==> src/rtl/handshake_rr_mux_pkg.sv <==
// Shared defaults and the per-channel handshake state type.
package handshake_rr_mux_pkg;

    localparam int unsigned DEF_WIDTH  = 8;
    localparam int unsigned DEF_NUM_CH = 4;
    localparam int unsigned DEF_DEPTH  = 4;

    // Four-phase handshake state of one input channel
    typedef enum logic {
        ST_IDLE = 1'b0,
        ST_ACK  = 1'b1
    } ch_state_e;

endpackage

==> src/rtl/hs_sync_fifo.sv <==
// Single-clock FIFO with occupancy count; push is accepted when full only if a pop shares the edge.
module hs_sync_fifo #(
    parameter int unsigned WIDTH = 8,
    parameter int unsigned DEPTH = 4
) (
    input  logic                     clk,
    input  logic                     rst_n,
    input  logic                     push,
    input  logic [WIDTH-1:0]         wdata,
    input  logic                     pop,
    output logic [WIDTH-1:0]         rdata_c,
    output logic                     full,
    output logic                     empty,
    output logic [$clog2(DEPTH):0]   level
);

    localparam int unsigned AW = $clog2(DEPTH);
    localparam int unsigned LW = AW + 1;

    logic [WIDTH-1:0] mem [DEPTH];
    logic [AW-1:0]    wr_ptr;
    logic [AW-1:0]    rd_ptr;
    logic             do_push;
    logic             do_pop;

    assign empty   = (level == '0);
    assign full    = (level == LW'(DEPTH));
    assign do_pop  = pop && !empty;
    assign do_push = push && (!full || do_pop);
    assign rdata_c = mem[rd_ptr];

    // Pointers wrap naturally because DEPTH is a power of two
    always_ff @(posedge clk) begin
        if (!rst_n) begin
            wr_ptr <= '0;
            rd_ptr <= '0;
            level  <= '0;
        end else begin
            if (do_push) wr_ptr <= wr_ptr + AW'(1);
            if (do_pop)  rd_ptr <= rd_ptr + AW'(1);
            case ({do_push, do_pop})
                2'b10:   level <= level + LW'(1);
                2'b01:   level <= level - LW'(1);
                default: level <= level;
            endcase
        end
    end

    // Storage array, no reset needed
    always_ff @(posedge clk) begin
        if (do_push) mem[wr_ptr] <= wdata;
    end

endmodule

==> src/rtl/handshake_rr_mux.sv <==
// Round-robin merge of four-phase handshake channels into one buffered stream.
module handshake_rr_mux
    import handshake_rr_mux_pkg::*;
#(
    parameter int unsigned WIDTH  = DEF_WIDTH,
    parameter int unsigned NUM_CH = DEF_NUM_CH,
    parameter int unsigned DEPTH  = DEF_DEPTH
) (
    input  logic                        clk,
    input  logic                        rst_n,
    input  logic [NUM_CH-1:0]           in_req,
    input  logic [NUM_CH*WIDTH-1:0]     in_data,
    output logic [NUM_CH-1:0]           in_ack,
    input  logic                        out_busy,
    output logic                        out_valid,
    output logic [WIDTH-1:0]            out_data,
    output logic [$clog2(NUM_CH)-1:0]   out_ch,
    output logic [$clog2(DEPTH):0]      level
);

    localparam int unsigned CW = $clog2(NUM_CH);
    localparam int unsigned EW = WIDTH + CW;

    ch_state_e         state     [NUM_CH];
    ch_state_e         state_nxt [NUM_CH];
    logic [CW-1:0]     last_grant;
    logic [NUM_CH-1:0] eligible;
    logic              grant_vld;
    logic [CW-1:0]     grant_idx;
    logic              pop;
    logic              fifo_full;
    logic              fifo_empty;
    logic [EW-1:0]     push_data;
    logic [EW-1:0]     head;

    assign pop       = !fifo_empty && !out_busy;
    assign push_data = {grant_idx, in_data[32'(grant_idx) * WIDTH +: WIDTH]};

    // Idle channels with a pending request may compete; ack state is exported directly
    always_comb begin
        for (int k = 0; k < NUM_CH; k++) begin
            eligible[k] = (state[k] == ST_IDLE) && in_req[k];
            in_ack[k]   = (state[k] == ST_ACK);
        end
    end

    // Round-robin pick starting after the last granted channel, gated by buffer space
    always_comb begin
        int unsigned idx;
        idx       = 0;
        grant_vld = 1'b0;
        grant_idx = '0;
        if (!fifo_full || pop) begin
            for (int unsigned i = 1; i <= NUM_CH; i++) begin
                idx = 32'(last_grant) + i;
                if (idx >= NUM_CH) idx = idx - NUM_CH;
                if (!grant_vld && eligible[CW'(idx)]) begin
                    grant_vld = 1'b1;
                    grant_idx = CW'(idx);
                end
            end
        end
    end

    // Channel FSM next state
    always_comb begin
        for (int k = 0; k < NUM_CH; k++) begin
            state_nxt[k] = state[k];
            case (state[k])
                ST_IDLE: if (grant_vld && (grant_idx == CW'(k))) state_nxt[k] = ST_ACK;
                ST_ACK:  if (!in_req[k]) state_nxt[k] = ST_IDLE;
                default: state_nxt[k] = ST_IDLE;
            endcase
        end
    end

    // Channel FSM state and arbiter pointer; reset gives channel 0 first priority
    always_ff @(posedge clk) begin
        if (!rst_n) begin
            for (int k = 0; k < NUM_CH; k++) state[k] <= ST_IDLE;
            last_grant <= CW'(NUM_CH - 1);
        end else begin
            for (int k = 0; k < NUM_CH; k++) state[k] <= state_nxt[k];
            if (grant_vld) last_grant <= grant_idx;
        end
    end

    // Output register: one-cycle valid pulse, data and channel hold between pops
    always_ff @(posedge clk) begin
        if (!rst_n) begin
            out_valid <= 1'b0;
            out_data  <= '0;
            out_ch    <= '0;
        end else begin
            out_valid <= pop;
            if (pop) {out_ch, out_data} <= head;
        end
    end

    hs_sync_fifo #(
        .WIDTH (EW),
        .DEPTH (DEPTH)
    ) u_fifo (
        .clk     (clk),
        .rst_n   (rst_n),
        .push    (grant_vld),
        .wdata   (push_data),
        .pop     (pop),
        .rdata_c (head),
        .full    (fifo_full),
        .empty   (fifo_empty),
        .level   (level)
    );

endmodule

==> config.mk <==
export PLATFORM = sky130hd
export DESIGN_NAME = handshake_rr_mux
export DESIGN_NICKNAME = d
export VERILOG_FILES = /design/src/rtl/handshake_rr_mux_pkg.sv /design/src/rtl/hs_sync_fifo.sv /design/src/rtl/handshake_rr_mux.sv
export SDC_FILE = /design/constraint.sdc
export NUM_CORES = 1
export LEC_CHECK = 0
export BUFFER_PORTS_ARGS = -buffer_cell sky130_fd_sc_hd__buf_2
export CAP_MARGIN = 20
export CORE_MARGIN = 2
export CORE_UTILIZATION = 53
export CTS_BUF_LIST = sky130_fd_sc_hd__clkbuf_2
export CTS_CLUSTER_DIAMETER = 50
export DETAILED_ROUTE_END_ITERATION = 12
export GPL_ROUTABILITY_DRIVEN = 1
export PLACE_DENSITY_LB_ADDON = 0.25
export SYNTH_ARGS = -nofsm -noshare
export SYNTH_HDL_FRONTEND = slang
export SYNTH_HIERARCHICAL = 1
export SYNTH_SLANG_ARGS = --single-unit
==> constraint.sdc <==
create_clock -name clk -period 2.65 [get_ports clk]
set_input_delay 0 -clock clk [delete_from_list [all_inputs] [get_ports clk]]
set_output_delay 0 -clock clk [all_outputs]
set_load 0.02 [all_outputs]
### Word-level counts from Yosys, hierarchy flattened

Memory sizes are Yosys's and may differ from the RTL's. A register that Yosys moved wholly into a read port is not among the register bits.
Index checks and enable logic that the tools add are counted.

* order comparisons: 8
* add/sub/neg operators: 12
* shift-type cells: 1
* equal/unequal tests: 6
* reduce and logical (&&, ||, !) cells: 26
* bitwise gates (word level): 8
* mux-type cells: 50

Operators with widths (number)
* indexed part select 32 x 6 -> 8 bit: 1
* two-way mux 1 bit: 28
* two-way mux 2 bit: 13
* logical AND 1 bit: 14
* < comparator 2 x 3 -> 1 bit (second input constant): 4
* >= comparator 3 bit (second input constant): 3
* binary-select mux 1 bit (select 2 bit): 4
* case mux 1 bit (2 select lines): 4
* subtractor 2 x 1 -> 2 bit (second input constant): 4
* zero test 1 bit: 7
* adder 2 x 2 -> 3 bit (second input constant): 2
* equality test 2 bit (second input constant): 3
* case mux 3 bit (2 select lines): 1
* adder 2 x 1 -> 2 bit (second input constant): 2
* adder 2 x 3 -> 4 bit (second input constant): 1
* equality test 2 x 1 -> 1 bit (second input constant): 2
* >= comparator 4 x 3 -> 1 bit (second input constant): 1
* inverter 1 bit: 4
* OR 1 bit: 4
* adder 2 x 1 -> 3 bit (second input constant): 1
* adder 3 x 1 -> 3 bit (second input constant): 1
* equality test 3 bit (second input constant): 1
* zero test 3 bit: 1
* subtractor 3 x 1 -> 3 bit (second input constant): 1
* 3 further kinds: 4

* input bits: 39
* memories: 2
* RAM bits: 44
* output and inout port bits: 18
* register bits after elaboration: 10

Memories
* u_fifo.mem: words 4, width 10, rd ports 1, clocked after Yosys merged registers in 1, wr ports 1, line hs_sync_fifo.sv:20 `logic [WIDTH-1:0] mem [DEPTH];`
* state: words 4, width 1, rd ports 4, clocked after Yosys merged registers in 0, wr ports 4, line handshake_rr_mux.sv:24 `ch_state_e state [NUM_CH];`

### Longest topological paths before layout

* word-level depth: 26
* depth in mapped cells: 12
* depth with buffers taken out: 10

### Modules after synthesis

The synthesis kept the hierarchy.

Modules (own cells, without submodules)
* hs_sync_fifo: times used 1, cells each 112, area each 1993.2 µm²
* handshake_rr_mux: times used 1, cells each 213, area each 1656.6 µm²

### Worst setup path before layout

No wires, ideal clock.

* path kind: register to register
* start: reg u_fifo.level[0]
* end: reg u_fifo.level[2]
* slack: -0.257 ns
* period minus slack after synthesis: 2.907 ns
* required time: 2.578 ns
* buffers on the path: 2
* setup time: 0.072 ns
* stages on the path, launching flop included: 12
* data arrival time: 2.835 ns
* cells stage by stage: dfxtp_1 -> buf_6 -> nor3_1 -> or2_2 -> inv_1 -> clkbuf_1 -> o31a_1 -> or2b_1 -> fa_1 -> nand2b_1 -> o31ai_2 -> mux2i_1

* cells in the longest elaborated chain, start to end: 8
* elaborated cells between the ends (all ways): 16
* those cells by class: 2 x add/sub; 3 x eq/ne; 2 x mux; 9 x reduce/logical

Ends and longest elaborated chain
* start: declaration: line hs_sync_fifo.sv:14 `output logic [$clog2(DEPTH):0] level`
* start signal: assignment: line hs_sync_fifo.sv:42 `2'b10: level <= level + LW'(1);`
* start signal: assignment: line hs_sync_fifo.sv:43 `2'b01: level <= level - LW'(1);`
* start signal: assignment: line hs_sync_fifo.sv:44 `default: level <= level;`
* zero test 3 bit (*): line hs_sync_fifo.sv:26 `assign empty = (level == '0);`
* named net fifo_empty: line handshake_rr_mux.sv:32 `logic fifo_empty;`
* zero test 1 bit (*): line handshake_rr_mux.sv:36 `assign pop = !fifo_empty && !out_busy;`
* logical AND 1 bit (*): line handshake_rr_mux.sv:36
* named net pop: line handshake_rr_mux.sv:30 `logic pop;`
* logical OR 1 bit / logical AND 1 bit (equally long branches): line handshake_rr_mux.sv:53, hs_sync_fifo.sv:28
* two-way mux 1 bit / logical OR 1 bit (equally long branches): line handshake_rr_mux.sv:53, hs_sync_fifo.sv:29
* logical AND 1 bit: line hs_sync_fifo.sv:29 `assign do_push = push && (!full || do_pop);`
* equality test 2 x 1 -> 1 bit / equality test 2 bit (equally long branches): line hs_sync_fifo.sv:41 `case ({do_push, do_pop})`
* case mux 3 bit (2 select lines) / nonzero test 2 bit (equally long branches)

Mark *: on every way through the listed nets, which the timed path passes. The rest lies on a longest branch.
A chain may end at the register's enable or synchronous reset.

==> results by group <==
Status
  • Status: finished clean

Routing
  • Drt drc: 0
  • WL final: 7.35 mm
  • Total vias in the final route: 2703
  • First-pass iteration count of the detailed router: 4
  • Final ANT Viol Nets: 0
  • Avg Vias per Cell: 5.73
  • WL/cell: 15.6 um
  • Starting DRT DRC Count: 197

Synthesis
  • Async set-reset flop share out of synthesis: 0
  • Post-synth EDFFs: 40
  • Synth top area cells: edfxtp_1, dfxtp_1, mux4_2
  • Synth top area share: 0.329
  • Top FF cell, synth: edfxtp_1
  • Most frequent cell after synthesis: edfxtp_1
  • Post-Synthesis Cells: 325
  • Register area share after synthesis: 0.472
  • Synth unique cells: 52
  • Synth Register Bits: 66
  • Mean Syn Cell Area: 11.2 um^2
  • Syn Nets: 369
  • Syn Std Cell Area: 0.00365 mm^2
  • Post-synth top cells: edfxtp_1, nor4_1, nand2_1, dfxtp_1, inv_1
  • Post-synth top area cell: edfxtp_1
  • Synth Warn #: 6

Setup path
  • Max Fanout on Critical Path: 18
  • R2r worst-path depth: 7
  • WP data arrival: 2890 ps
  • RR Endpoint: state[0]
  • Worst path required time: 3030 ps
  • RR Startpoint: state[2]
  • CP startpoint kind: flop
  • Crit-path max cell delay: 550 ps
  • Crit-path cells: nor2b_1 > buf_4 > a2111oi_0 > o311ai_1 > o311ai_2 > a32o_1 > dlygate4sd3_1
  • R2R setup slack: 140 ps
  • Critical path type: reg -> reg
  • Critical Path Sink Type: flop
  • CP max stage cell: dlygate4sd3_1

Global route
  • Number of global-route vias before repair: 2556
  • Initial antenna violation count: 0
  • Gr ovfl total: 0
  • Total Routing Usage GR: 0.210
  • First-pass GRT wire length: 12.3 mm
  • Maximum number of pins on one net before global-route repair: 37

Cells and area
  • # nets final: 431
  • Layout area overhead: 16.1%
  • Post-route cell area: 0.00424 mm^2
  • Fin cells: 472
  • Share of post-route cells with drive strength above 1: 0.319
  • Area of the multi-input gates: 0.00168 mm^2
  • Register area: 0.00173 mm^2
  • # diodes: 0
  • Fillers: 533

Timing
  • Clk_skew: 37.8 ps
  • Tcrit/Tclk final: 0.948
  • Unrepaired setup endpoints after global routing: yes
  • Peak Freq: 398 MHz
  • Max-slew violation count: 0
  • Setup_tns: 0 ps
  • Final Hold Viols: 0
  • Worst rel slew slack: 0.572
  • Final-report setup violation count: 0
  • Tmin final: 2510 ps
  • Worst-Margin Slew: 642 ps

Power
  • Total Power: 0.00509 W
  • LEAKAGE: 1.74 nW
  • Peak supply drop: 681 uV
  • PD cells: 1200 mW/mm^2

Place
  • Area after DPL: 0.00396 mm^2
  • Final GP Congestion: 0.769
  • HPWL Detailed: 5.06 mm
  • Placed insts: 446
  • Port Buffer Count: 56

Floorplan
  • Top-level I/O count: 57
  • Die H: 87.0 um
  • Area of the die: 0.00757 mm^2
  • Die width: 87.0 um
  • Site Rows: 30
  • Starting Density: 0.543
  • CORE AREA: 0.00672 mm^2

CTS
  • Maximum clock insertion buffer count: 2
  • CTS root buffer: clkbuf_2
  • CTS tree: done
  • Number of buffers created by CTS: 9
  • Clock Sinks: 66
  • H-tree depth: 3
  • Worst skew pair latency: 460 ps
  • Post-CTS setup buffer count: 0
  • Worst-path clk slew: 190 ps

Worst hold path
  • Hold crit path type: in -> reg
  • Worst Hold Depth: 3
  • Hold path endpoint: u_fifo/mem[0][1]
  • Hold Startpoint: in_data[1]

Flow run
  • Max-cap viol count: 0
-- flip-flops by register name, indices dropped and copies added (netlist names), named ones only --
name,flops
u_fifo/mem,40
out_data,8
u_fifo/level,3
u_fifo/rd_ptr,2
last_grant,2
state,4
out_valid,1
u_fifo/wr_ptr,2
out_ch,2
-- metrics by stage --
step	worst slack, ps	utilization	hold slack [ps]
final	138	0.631	84.1
after detailed placement	174	0.589	250
after global placement	244	0.589	249
after floorplan	-55.9	-	61.9
after global routing	-51.6	0.631	30.4
after CTS	129	0.627	57.8
-- metal layers --
layer | track usage | vias up | routed length (um)
met5 | 0 | - | 0
met4 | 0.0696 | 0 | 43
met3 | 0.0540 | 2 | 373
met2 | 0.316 | 74 | 3460
met1 | 0.298 | 1282 | 3470
li1 | - | 1345 | -
-- cell type report --
class,count,share of cell area
Inverter,27,0.0245
Tap cell,80,0.0236
Timing Repair Buffer,78,0.112
Clock inverter,6,0.0251
Multi-Input combinational cell,205,0.396
Clock buffer,10,0.0118
Sequential cell,66,0.407
-- layout by cell type (no fill, tap or decap), types with 9 or more instances in the layout --
cell type / n
nand2_1: 29
dlygate4sd3_1: 10
dfxtp_1: 23
edfxtp_1: 40
clkbuf_2: 10
inv_1: 24
nor4_1: 33
nor3_1: 11
a21oi_1: 12
and2_1: 9
buf_4: 11
buf_2: 56
mux4_2: 10
mux2_1: 9
-- critical path: cells and delay by family (launching register included) --
family | cells | cell delay [ps]
AO/OA/AOI/OAI | 4 | 950
flip-flops | 1 | 360
AND/OR/NAND/NOR | 1 | 260
buffers and inverters | 2 | 850
-- power breakdown --
| part | internal [W] | switching, W | leakage (nW) | total [W] |
|---|---|---|---|---|
| Sequential | 0.00173 | 0.000215 | 0.589 | 0.00195 |
| Clock | 0.000407 | 0.000337 | 0.0912 | 0.000744 |
| Combinational | 0.000978 | 0.00142 | 1.06 | 0.00240 |
| Total | 0.00312 | 0.00198 | 1.74 | 0.00509 |
-- cell families after synthesis --
kind of cell             count (synthesis)  share of synthesized area
AND/OR/NAND/NOR                        111                      0.167
buffers and inverters                   54                     0.0737
flip-flops                              66                      0.472
adder cells (fa/ha/maj)                  5                     0.0192
XOR/XNOR                                 5                     0.0120
multiplexers                            36                      0.139
AO/OA/AOI/OAI                           48                      0.118
-- repair_timing --
action,4_1_cts,5_1_grt
endpoints found under the setup margin,0,35
endpoints found under the hold margin,16,0
resized for setup,0,7
hold buffers,10,0
-- how the worst max path moves through the flow --
stage | to | from | slack (ps)
2_1_floorplan | u_fifo/level[2] | u_fifo/level[2] | -60
3_3_place_gp | u_fifo/mem[0][7] | u_fifo/level[2] | 240
3_5_place_dp | u_fifo/mem[0][6] | u_fifo/level[2] | 170
4_1_cts | u_fifo/mem[2][4] | u_fifo/level[2] | 130
5_1_grt | state[0] | state[2] | -50
6_report | state[0] | state[2] | 140
Note: power is estimated with default switching activity, not from simulation.
